==> src/rtl/riscv_mem_port_arbiter.sv <==
// Shares one single-ported memory between instruction fetch and load/store, one transaction
// in flight at a time. Define RISCV_MEM_ARB_PERF_EN to add the conflict_cnt_o counter.
module riscv_mem_port_arbiter #(
    parameter int unsigned ADDR_W        = 32,
    parameter int unsigned DATA_W        = 32,
    parameter int unsigned MAX_LS_STREAK = 4
) (
    input  logic                clk_i,
    input  logic                rst_ni,
    input  logic                if_req_i,
    input  logic [ADDR_W-1:0]   if_addr_i,
    input  logic                if_flush_i,
    output logic                if_gnt_o,
    output logic                if_rvalid_o,
    output logic [DATA_W-1:0]   if_rdata_o,
    input  logic                ls_req_i,
    input  logic                ls_we_i,
    input  logic [DATA_W/8-1:0] ls_be_i,
    input  logic [ADDR_W-1:0]   ls_addr_i,
    input  logic [DATA_W-1:0]   ls_wdata_i,
    output logic                ls_gnt_o,
    output logic                ls_rvalid_o,
    output logic [DATA_W-1:0]   ls_rdata_o,
    output logic                mem_req_o,
    output logic                mem_we_o,
    output logic [DATA_W/8-1:0] mem_be_o,
    output logic [ADDR_W-1:0]   mem_addr_o,
    output logic [DATA_W-1:0]   mem_wdata_o,
    input  logic                mem_gnt_i,
    input  logic                mem_rvalid_i,
    input  logic [DATA_W-1:0]   mem_rdata_i,
    output logic                busy_o
`ifdef RISCV_MEM_ARB_PERF_EN
    ,
    output logic [31:0]         conflict_cnt_o
`endif
);

    localparam int unsigned STREAK_W = $clog2(MAX_LS_STREAK + 1);

    typedef enum logic [1:0] {StIdle, StReq, StWait} state_e;

    state_e                state_q;
    logic                  owner_ls_q;
    logic                  drop_q;
    logic                  mem_req_q;
    logic                  we_q;
    logic [DATA_W/8-1:0]   be_q;
    logic [ADDR_W-1:0]     addr_q;
    logic [DATA_W-1:0]     wdata_q;
    logic [STREAK_W-1:0]   streak_q;

    logic idle, if_cand, streak_full, ls_win, if_win, resp;

    assign idle        = (state_q == StIdle);
    assign if_cand     = if_req_i & ~if_flush_i;
    assign streak_full = (streak_q == STREAK_W'(MAX_LS_STREAK));
    // LS has priority; a waiting fetch only overtakes it once the streak limit is reached.
    assign ls_win      = idle & ls_req_i & ~(if_cand & streak_full);
    assign if_win      = idle & if_cand & ~ls_win;

    // Gate with rst_ni so grants/responses drop the instant reset asserts.
    assign ls_gnt_o    = ls_win & rst_ni;
    assign if_gnt_o    = if_win & rst_ni;
    assign resp        = (state_q == StWait) & mem_rvalid_i & rst_ni;
    assign ls_rvalid_o = resp & owner_ls_q;
    assign if_rvalid_o = resp & ~owner_ls_q & ~drop_q & ~if_flush_i;
    assign ls_rdata_o  = ls_rvalid_o ? mem_rdata_i : '0;
    assign if_rdata_o  = if_rvalid_o ? mem_rdata_i : '0;

    assign mem_req_o   = mem_req_q;
    assign mem_we_o    = we_q;
    assign mem_be_o    = be_q;
    assign mem_addr_o  = addr_q;
    assign mem_wdata_o = wdata_q;
    assign busy_o      = ~idle;

    always_ff @(posedge clk_i or negedge rst_ni) begin
        if (!rst_ni) begin
            state_q    <= StIdle;
            owner_ls_q <= 1'b0;
            drop_q     <= 1'b0;
            mem_req_q  <= 1'b0;
            we_q       <= 1'b0;
            be_q       <= '0;
            addr_q     <= '0;
            wdata_q    <= '0;
            streak_q   <= '0;
        end else begin
            unique case (state_q)
                StIdle: begin
                    drop_q <= 1'b0;
                    if (ls_win) begin
                        state_q    <= StReq;
                        mem_req_q  <= 1'b1;
                        owner_ls_q <= 1'b1;
                        we_q       <= ls_we_i;
                        be_q       <= ls_be_i;
                        addr_q     <= ls_addr_i;
                        wdata_q    <= ls_wdata_i;
                        if (!if_req_i) begin
                            streak_q <= '0;
                        end else if (!streak_full) begin
                            streak_q <= streak_q + STREAK_W'(1);
                        end
                    end else if (if_win) begin
                        state_q    <= StReq;
                        mem_req_q  <= 1'b1;
                        owner_ls_q <= 1'b0;
                        we_q       <= 1'b0;
                        be_q       <= '1;
                        addr_q     <= if_addr_i;
                        wdata_q    <= '0;
                        streak_q   <= '0;
                    end
                end
                StReq: begin
                    // A flushed fetch still completes on the memory side; only its data is dropped.
                    if (if_flush_i && !owner_ls_q) drop_q <= 1'b1;
                    if (mem_gnt_i) begin
                        state_q   <= StWait;
                        mem_req_q <= 1'b0;
                    end
                end
                StWait: begin
                    if (if_flush_i && !owner_ls_q) drop_q <= 1'b1;
                    if (mem_rvalid_i) state_q <= StIdle;
                end
                default: state_q <= StIdle;
            endcase
        end
    end

`ifdef RISCV_MEM_ARB_PERF_EN
    logic [31:0] conflict_cnt_q;

    always_ff @(posedge clk_i or negedge rst_ni) begin
        if (!rst_ni) begin
            conflict_cnt_q <= '0;
        end else if (idle && if_req_i && ls_req_i) begin
            conflict_cnt_q <= conflict_cnt_q + 32'd1;
        end
    end

    assign conflict_cnt_o = conflict_cnt_q;
`endif

endmodule

==> config.mk <==
export PLATFORM = sky130hd
export DESIGN_NAME = riscv_mem_port_arbiter
export DESIGN_NICKNAME = d
export VERILOG_FILES = /design/src/rtl/riscv_mem_port_arbiter.sv
export SDC_FILE = /design/constraint.sdc
export NUM_CORES = 1
export LEC_CHECK = 0
export ABC_AREA = 0
export ABC_CLOCK_PERIOD_IN_PS = 1900
export CAP_MARGIN = 20
export CORE_ASPECT_RATIO = 0.7
export CORE_MARGIN = 5
export CORE_UTILIZATION = 37
export DETAILED_ROUTE_END_ITERATION = 6
export PLACE_DENSITY = 0.8
export SETUP_SLACK_MARGIN = 0.05
export SYNTH_ARGS = -nofsm -noshare
export SYNTH_HDL_FRONTEND = slang
export SYNTH_SLANG_ARGS = --single-unit
==> constraint.sdc <==
create_clock -name clk_i -period 1.9 [get_ports clk_i]
set_input_delay 0.19 -clock clk_i [delete_from_list [all_inputs] [get_ports clk_i]]
set_output_delay 0.19 -clock clk_i [all_outputs]
set_load 0.01 [all_outputs]
# After elaboration in Yosys (flattened, before gate mapping)
# Cells that the tools add are included.
[classes]
addsub = 1
n_eq_ne = 8
muxes = 26
bitwise = 20
reduce_logical = 12
[op_table]
columns = ["operator", "count"]
rows = [
  ["2-to-1 mux 32 bit", 6],
  ["bitwise AND 1 bit", 14],
  ["2-to-1 mux 3 bit", 4],
  ["AND reduction 3 bit", 3],
  ["2-to-1 mux 2 bit", 4],
  ["2-to-1 mux 4 bit", 2],
  ["2-to-1 mux 1 bit", 7],
  ["NOT 1 bit", 6],
  ["case mux 2 bit (3 select lines)", 1],
  ["nonzero test 2 bit", 3],
  ["!= test 2 bit, second input constant", 2],
  ["case mux 1 bit (2 select lines)", 2],
  ["AND reduction 2 bit", 2],
  ["adder 3 x 1 -> 3 bit, second input constant", 1],
  ["equality test 3 bit, second input constant", 1],
  ["!= test 3 x 1 -> 1 bit, second input constant", 1],
  ["!= test 3 bit, second input constant", 1],
  ["equality test 2 x 1 -> 1 bit, second input constant", 1],
  ["equality test 2 bit, second input constant", 1],
  ["logical NOT 2 bit", 1],
  ["!= test 2 x 1 -> 1 bit, second input constant", 1],
  ["OR reduction 2 bit", 1],
  ["logical AND 1 bit", 1],
  ["logical NOT 1 bit", 1],
]
[word_totals]
regBits = 77
word_cells = 76

# Depth between registers and ports, before layout
[logic_depth]
word_depth = 10
depth_mapped = 7

# Worst setup path before layout
# No wires, ideal clock.
[synth_timing]
kind = "register to output"
start = "reg streak_q[0]"
end = "out if_gnt_o"
arrival_ns = 1.471
required_ns = 1.710
slack_ns = 0.239
path_stages_with_launch = 8
cell_sequence = "dfrtp_1 -> inv_1 -> ha_1 -> and4b_1 -> buf_2 -> nor2_4 -> buf_6 -> nor3_1"
[synth_via]
elab_chain_cells = 7
[synth_lines]
columns = ["element", "line_no", "text"]
rows = [
  ["start, declared", "51", "logic [STREAK_W-1:0] streak_q;"],
  ["start signal, assigned", "104", "streak_q <= streak_q + STREAK_W'(1);"],
  ["equality test 3 bit", "57", "assign streak_full = (streak_q == STREAK_W'(MAX_LS_STREAK));"],
  ["bitwise AND 1 bit", "59", "assign ls_win = idle & ls_req_i & ~(if_cand & streak_full);"],
  ["NOT 1 bit", "59", ""],
  ["bitwise AND 1 bit", "59", ""],
  ["NOT 1 bit", "60", "assign if_win = idle & if_cand & ~ls_win;"],
  ["bitwise AND 1 bit", "60", ""],
  ["bitwise AND 1 bit", "64", "assign if_gnt_o = if_win & rst_ni;"],
  ["end, declared", "13", "output logic if_gnt_o,"],
]
# Every way passes these cells.

# Worst setup path in the final report
[layout_timing]
start = "reg state_q[0]"
end = "out if_rdata_o[12]"
[layout_via]
elab_chain_cells = 7
[layout_lines]
columns = ["element", "line_no", "text"]
rows = [
  ["start, declared", "43", "state_e state_q;"],
  ["start signal, assigned", "80", "state_q <= StIdle;"],
  ["start signal, assigned", "94", "state_q <= StReq;"],
  ["start signal, assigned", "107", "state_q <= StReq;"],
  ["equality test 2 bit", "65", "assign resp = (state_q == StWait) & mem_rvalid_i & rst_ni;"],
  ["bitwise AND 1 bit (2 in a row)", "65", ""],
  ["bitwise AND 1 bit (3 in a row)", "67", "assign if_rvalid_o = resp & ~owner_ls_q & ~drop_q & ~if_flush_i;"],
  ["2-to-1 mux 32 bit", "69", "assign if_rdata_o = if_rvalid_o ? mem_rdata_i : '0;"],
  ["end, declared", "15", "output logic [DATA_W-1:0] if_rdata_o,"],
]
# Every way passes these cells.

==> results_dict.tcl <==
set metrics [dict create \
    status "finished with violations" \
    violations "negative setup slack" \
    synth_top_family_by_area "compound AO/OA/AOI/OAI gates" \
    synthAdderAreaFrac 0.0174 \
    antenna_found_initial 0 \
    swShare 0.362 \
    cap_violations 0 \
    vias_per_cell 5.38 \
    p_leak_nw 3.64 \
    synthArstFlopShare 1.00 \
    crit_required_ns 1.71 \
    p_clk_frac 0.159 \
    arrival_ns 1.91 \
    synth_compound_area_frac 0.294 \
    wl_um 17700 \
    syn2layout_area_growth_pct 89.3 \
    syn-cell-area_mm2 0.00433 \
    ant_nets 0 \
    yosys.area_share.simple 0.174 \
    core_area_mm2 0.0116 \
    grt_pass1_wl_um 26200 \
    cp_max_fo 8 \
    clock.fmax_mhz 477 \
    rows 33 \
    drive_above_1_share 0.320 \
    start_util 0.374 \
    startpoint_type "register" \
    htreeDepth 3 \
    drc 0 \
    dp_hpwl_um 12200 \
    finalCriticalPeriod_ns 2.10 \
    port_buffers 278 \
    ir_drop_v 0.000922 \
    finalHoldViolations 0 \
    dieArea_mm2 0.0140 \
    tns_ns -7.17 \
    antennaDiodeCount 0 \
    synth_flop_cell "dfrtp_1" \
    clk_latency_ns 0.33 \
    finalClockSkew_ns 0.00663 \
    setup_violations 65 \
    synth.avg_cell_area_um2 10.8 \
    rsz0062_at_grt "yes" \
    p_sw_mw 3.77 \
    die_x_um 139 \
    power_frac_comb 0.560 \
    yosysSeqAreaShare 0.445 \
    place_congestion 0.844 \
    worstRegToRegCells 6 \
    critPathKind "reg2out" \
    cts_tree "built" \
    grt_pass1_vias 4824 \
    wl_per_cell_um 20.5 \
    cts_made_buffers 9 \
    seq_power_share 0.281 \
    cts.clk_slew.worst_paths_ns 0.06 \
    io_pins 279 \
    timing.rr.start "state_q[1]$_DFFE_PN0P_" \
    clock_path_buffers 2 \
    hold_class "in2async" \
    grt_overflow 0 \
    dr.first_iter.drc_count 247 \
    dr.pass1.iters 5 \
    power-per-cell-area_mw_per_mm2 1270 \
    num_vias 4650 \
    die_h_um 100 \
    nNetsFinal 848 \
    synth_xor_area_frac 0 \
    power_mw 10.4 \
    grt_usage 0.230 \
    yosysWarningCount 0 \
    synth_nets 548 \
    cp-end-kind "primary output" \
    r2r-end "state_q[0]$_DFFE_PN0P_" \
    yosysUniqueCellTypes 37 \
    synth_edf_count 0 \
    muxShareOfSynthArea 0.00781 \
    synth-seq-cells 77 \
    finalCritPeriodShare 1.10 \
    reg2reg_slack_ns 0.05 \
    tightest_slew_ns 0.952 \
    cts_sinks 77 \
    fillerInstances 833 \
    drv_slew 0 \
    max_slew_margin 0.365 \
    intPower_mw 6.65 \
    worst_slack_ns -0.197 \
    grt_max_degree 77 \
    root_buffer "clkbuf_16" \
    synth_cells 402 \
]
## Yosys cell counts (3+ instances only)
cell type / n / share of area
a2bb2oi_2: 19 / 0.066
a2bb2oi_1: 13 / 0.026
buf_6: 6 / 0.016
buf_2: 16 / 0.019
a22o_1: 34 / 0.069
and2_1: 65 / 0.094
and3_1: 33 / 0.048
nand2b_1: 3 / 0.0043
a221oi_1: 32 / 0.065
dfrtp_1: 77 / 0.45
inv_1: 5 / 0.0043
clkbuf_1: 19 / 0.016
ha_1: 6 / 0.017
nor2b_1: 3 / 0.0043
o21ai_0: 34 / 0.039
buf_4: 3 / 0.0052
nand2_1: 6 / 0.0052
mux2_2: 3 / 0.0078
o22a_1: 4 / 0.0081
## per-layer routing
metal,share of wire,global-route usage,vias to the layer above
li1,-,-,2118
met1,0.42,0.298,2258
met2,0.48,0.376,256
met3,0.089,0.0806,18
met4,0.013,0.0519,0
met5,0,0,-
## per-stage QoR
step / cells / hold slack [ns] / cell area, um^2 / utilization / setup slack (ns)
after floorplan: 402 / -0.106 / 4330 / - / 0.239
after CTS: 856 / 0.204 / 7680 / 0.664 / -0.103
final: 864 / 0.170 / 8190 / 0.708 / -0.197
after detailed placement: 826 / -0.000987 / 7420 / 0.642 / -0.264
after global placement: 826 / -0.00319 / 7420 / 0.642 / -0.208
after global routing: 864 / 0.246 / 8190 / 0.708 / -0.263
## critical path, cell delays in order (launching register included)
cell       delay (ns)
dfrtp_1          0.40
inv_2            0.09
ha_4             0.14
nand2_4          0.06
nor4_4           0.20
buf_4            0.18
buf_6            0.11
clkbuf_16        0.15
and2_4           0.14
buf_6            0.09
## placed cells by master, fill, tap and decap left out, types with 2 or more instances in the layout
master	Yosys	routed
buf_12	0	9
a22o_1	34	34
and2_4	0	25
buf_2	16	43
and2_1	65	40
clkbuf_16	0	13
ha_1	6	4
a2bb2oi_2	19	19
inv_6	0	3
clkdlybuf4s50_1	0	208
ha_4	0	2
a2bb2oi_1	13	13
o21ai_0	34	33
a221oi_2	0	13
inv_2	2	2
o211ai_1	2	2
nand2b_1	3	3
buf_4	3	36
buf_6	6	31
a221oi_1	32	9
inv_1	5	4
mux2_2	3	3
nand2_1	6	5
dfrtp_1	77	77
nor2_4	1	2
a221oi_4	0	10
and3_1	33	32
nor2b_1	3	3
o22a_1	4	4
nand4_1	2	2
## layout make-up
| type | instances | area, um^2 | area share |
|---|---|---|---|
| well taps | 157 | 196 | 0.0240 |
| flip-flops and latches | 77 | 1930 | 0.235 |
| multi-input cells | 274 | 2530 | 0.308 |
| clock buffers | 9 | 225 | 0.0275 |
| clock inverters | 7 | 67.6 | 0.00825 |
| inverters | 7 | 28.8 | 0.00351 |
| repair buffers | 333 | 3220 | 0.393 |
## kinds of logic (layout without fill, tap and decap cells)
logic type               after synthesis  after routing
buffers and inverters                 51            356
AND/OR/NAND/NOR                      119            119
AO/OA/AOI/OAI                        146            146
multiplexers                           3              3
flip-flops                            77             77
adder cells (fa/ha/maj)                6              6
## power groups by stage
| stage | Sequential (mW) | Combinational, mW | Clock [mW] |
|---|---|---|---|
| after detailed placement | 2.92 | 5.31 | 0 |
| after floorplan | 3.19 | 2.33 | 0 |
| after global routing | 3.02 | 6.23 | 1.79 |
| after global placement | 2.89 | 5.19 | 0 |
| after CTS | 2.92 | 5.46 | 1.70 |
| final | 2.92 | 5.84 | 1.66 |
## sequential cells by signal (all words and copies together) (netlist names)
name and count:
streak_q 3, mem_addr_o 32, drop_q 1, mem_req_o 1, mem_we_o 1, owner_ls_q 1, mem_be_o 4, state_q 2
mem_wdata_o 32
## how the worst max path moves through the flow
stage,cells after the start,to,startpoint
global route,9,if_rdata_o[12],state_q[0]$_DFFE_PN0P_
detailed placement,6,if_rdata_o[3],mem_rvalid_i
CTS,9,if_rdata_o[3],state_q[0]$_DFFE_PN0P_
floorplan,7,if_gnt_o,streak_q[0]$_DFFE_PN0P_
global placement,6,if_rdata_o[25],mem_rvalid_i
finish,9,if_rdata_o[12],state_q[0]$_DFFE_PN0P_
## timing repair
action | 4_1_cts | 5_1_grt
endpoints found under the hold margin | 1 | 0
cloned | 3 | 5
setup buffers | 10 | 6
pin swaps | 18 | 8
endpoints found under the setup margin | 70 | 98
resized for setup | 304 | 80
hold buffers | 1 | 0
No activity file was read; power rests on OpenSTA's default activity.
==> edit (same flow settings) <==
Re-encode `state_e` (3 states) as one-hot, 3 bits wide.
--- a/src/rtl/riscv_mem_port_arbiter.sv
+++ b/src/rtl/riscv_mem_port_arbiter.sv
@@ -38,7 +38,7 @@
 
     localparam int unsigned STREAK_W = $clog2(MAX_LS_STREAK + 1);
 
-    typedef enum logic [1:0] {StIdle, StReq, StWait} state_e;
+    typedef enum logic [2:0] {StIdle = 3'b001, StReq = 3'b010, StWait = 3'b100} state_e;
 
     state_e                state_q;
     logic                  owner_ls_q;
Behaviour: same outputs for any inputs over 4 cycles, from zero or initial values and one cycle with rst_ni low; so few cycles prove little.
==> edit against the unedited design <==
  * The flow still finishes with violations (setup timing)
  * Clock power is 15% higher
  * Total power fell by 3.1%
  * Wire length fell by 3.7%
  * Synthesized cell count is 20% lower
  * Setup slack worse by 230 ps
  * Final cell count shrank 9.1%
  * Sequential cell count up 1
  * Cell area is 5.4% lower
  * Area after synthesis down 14%
  * Critical path type unchanged
  * Largest power group unchanged
  * Highest routed layer unchanged
==> edit: results (changes against the unedited design) <==
outcome: "complete, but fails checks"
violations: "setup timing"
r2r_end: "mem_addr_o[21]$_DFFE_PN0P_"
numPortBuffers: 278  # unchanged
synth_fa_ha_area_share_pct: 0.674  # -1.1 points
power_frac_seq_pct: 28.9  # +0.8 points
dp_cells: 726  # -12%
cts_root_buffer: "clkbuf_16"
wl_met1_mm: 6.59  # -11%
synth_compound_area_share_pct: 20.1  # -9.3 points
post-place-ws_ps: -486  # -221 ps
grt_util_met1_pct: 28.0  # -1.8 points
whs_ps: 358  # +188 ps
reg2reg_depth: 8  # +2
crit_end: "if_rdata_o[0]"
place_congestion: 0.877  # +3.9%
grt_max_degree: 68  # -12%
globalRouteMet3Util_pct: 8.01  # -0.049 points
clkTransAtPathRegs_ps: 60  # about the same
grt_pass1_wl_mm: 22.9  # -13%
ir_drop_mv: 0.762  # -17%
synth.area.top_cells: "dfrtp_1 (52%), and2_1 (11%), a221o_1 (8.6%), a22o_1 (7.8%), and3_1 (5.4%)"
post_cts_resize_count: 232  # -24%
groute.layer.met2.usage_pct: 41.8  # +4.2 points
grt_use_total_pct: 24.4  # +1.3 points
finalSetupTns_ps: -22970  # -15,810 ps
power_switching_share_pct: 33.2  # -3.0 points
setup_viol: 110  # +69%
fin_nets: 794  # -6.4%
syn_inst: 323  # -20%
met3_length_mm: 1.39  # -12%
worst_slack_ps: -428  # -231 ps
yosysSeqAreaShare_pct: 52.6  # +8.1 points
dpl.hpwl_mm: 11.2  # -8.3%
p_comb_w: 0.00528  # -9.6%
cellLeakagePower_nw: 3.61  # -1.0%
hp-class: "in2async"
dr_wl_met2_mm: 8.45  # -0.84%
yosys-top-cells-count: "dfrtp_1 (77), and2_1 (65), a22o_1 (33), a221o_1 (32), and3_1 (32)"
synthMuxAreaShare_pct: 0.270  # -0.51 points
wire_per_inst_um: 21.7  # +6.0%
drtIter0Drc: 231  # -6.5%
slew_headroom_pct: 43.3  # +6.8 points
synth_nets: 465  # -15%
worstPathMaxFanout: 6  # -2
drive_above_1_share_pct: 30.7  # -1.2 points
reg2reg_from: "state_q[0]$_DFFE_PN1P_"
fillCellCount: 568  # -32%
crit_arrival_ps: 2140  # +230 ps
layoutNonFillerInstCount: 785  # -9.1%
grt_pass1_vias: 4264  # -12%
edit: changes by cell type in the layout (fill, tap and decap cells not counted), sizes merged, moves of 4 or more:
cell | unedited run | this run
nand2 | 6 | 10
clkbuf | 13 | 20
a2bb2oi | 32 | 0
a221oi | 32 | 0
buf | 119 | 126
a221o | 0 | 32
ha | 6 | 2
o21ai | 35 | 8
edit: final cells by class:
type / instances / area, um2 / share of cell area [%]
multi-input cells: 212 / 1720 / 22.1
repair buffers: 346 / 3570 / 46.1
inverters: 5 / 18.8 / 0.242
flip-flops and latches: 78 / 1950 / 25.2
clock inverters: 7 / 103 / 1.32
clock buffers: 9 / 225 / 2.91
well taps: 128 / 160 / 2.07
edit: critical path, cell delays in order (launching register included):
cell and delay (ps):
dfstp_2 370, nand2b_4 130, or3_4 380, nor4_4 260, buf_4 210, buf_12 120
buf_12 110, and2_4 140, buf_6 90
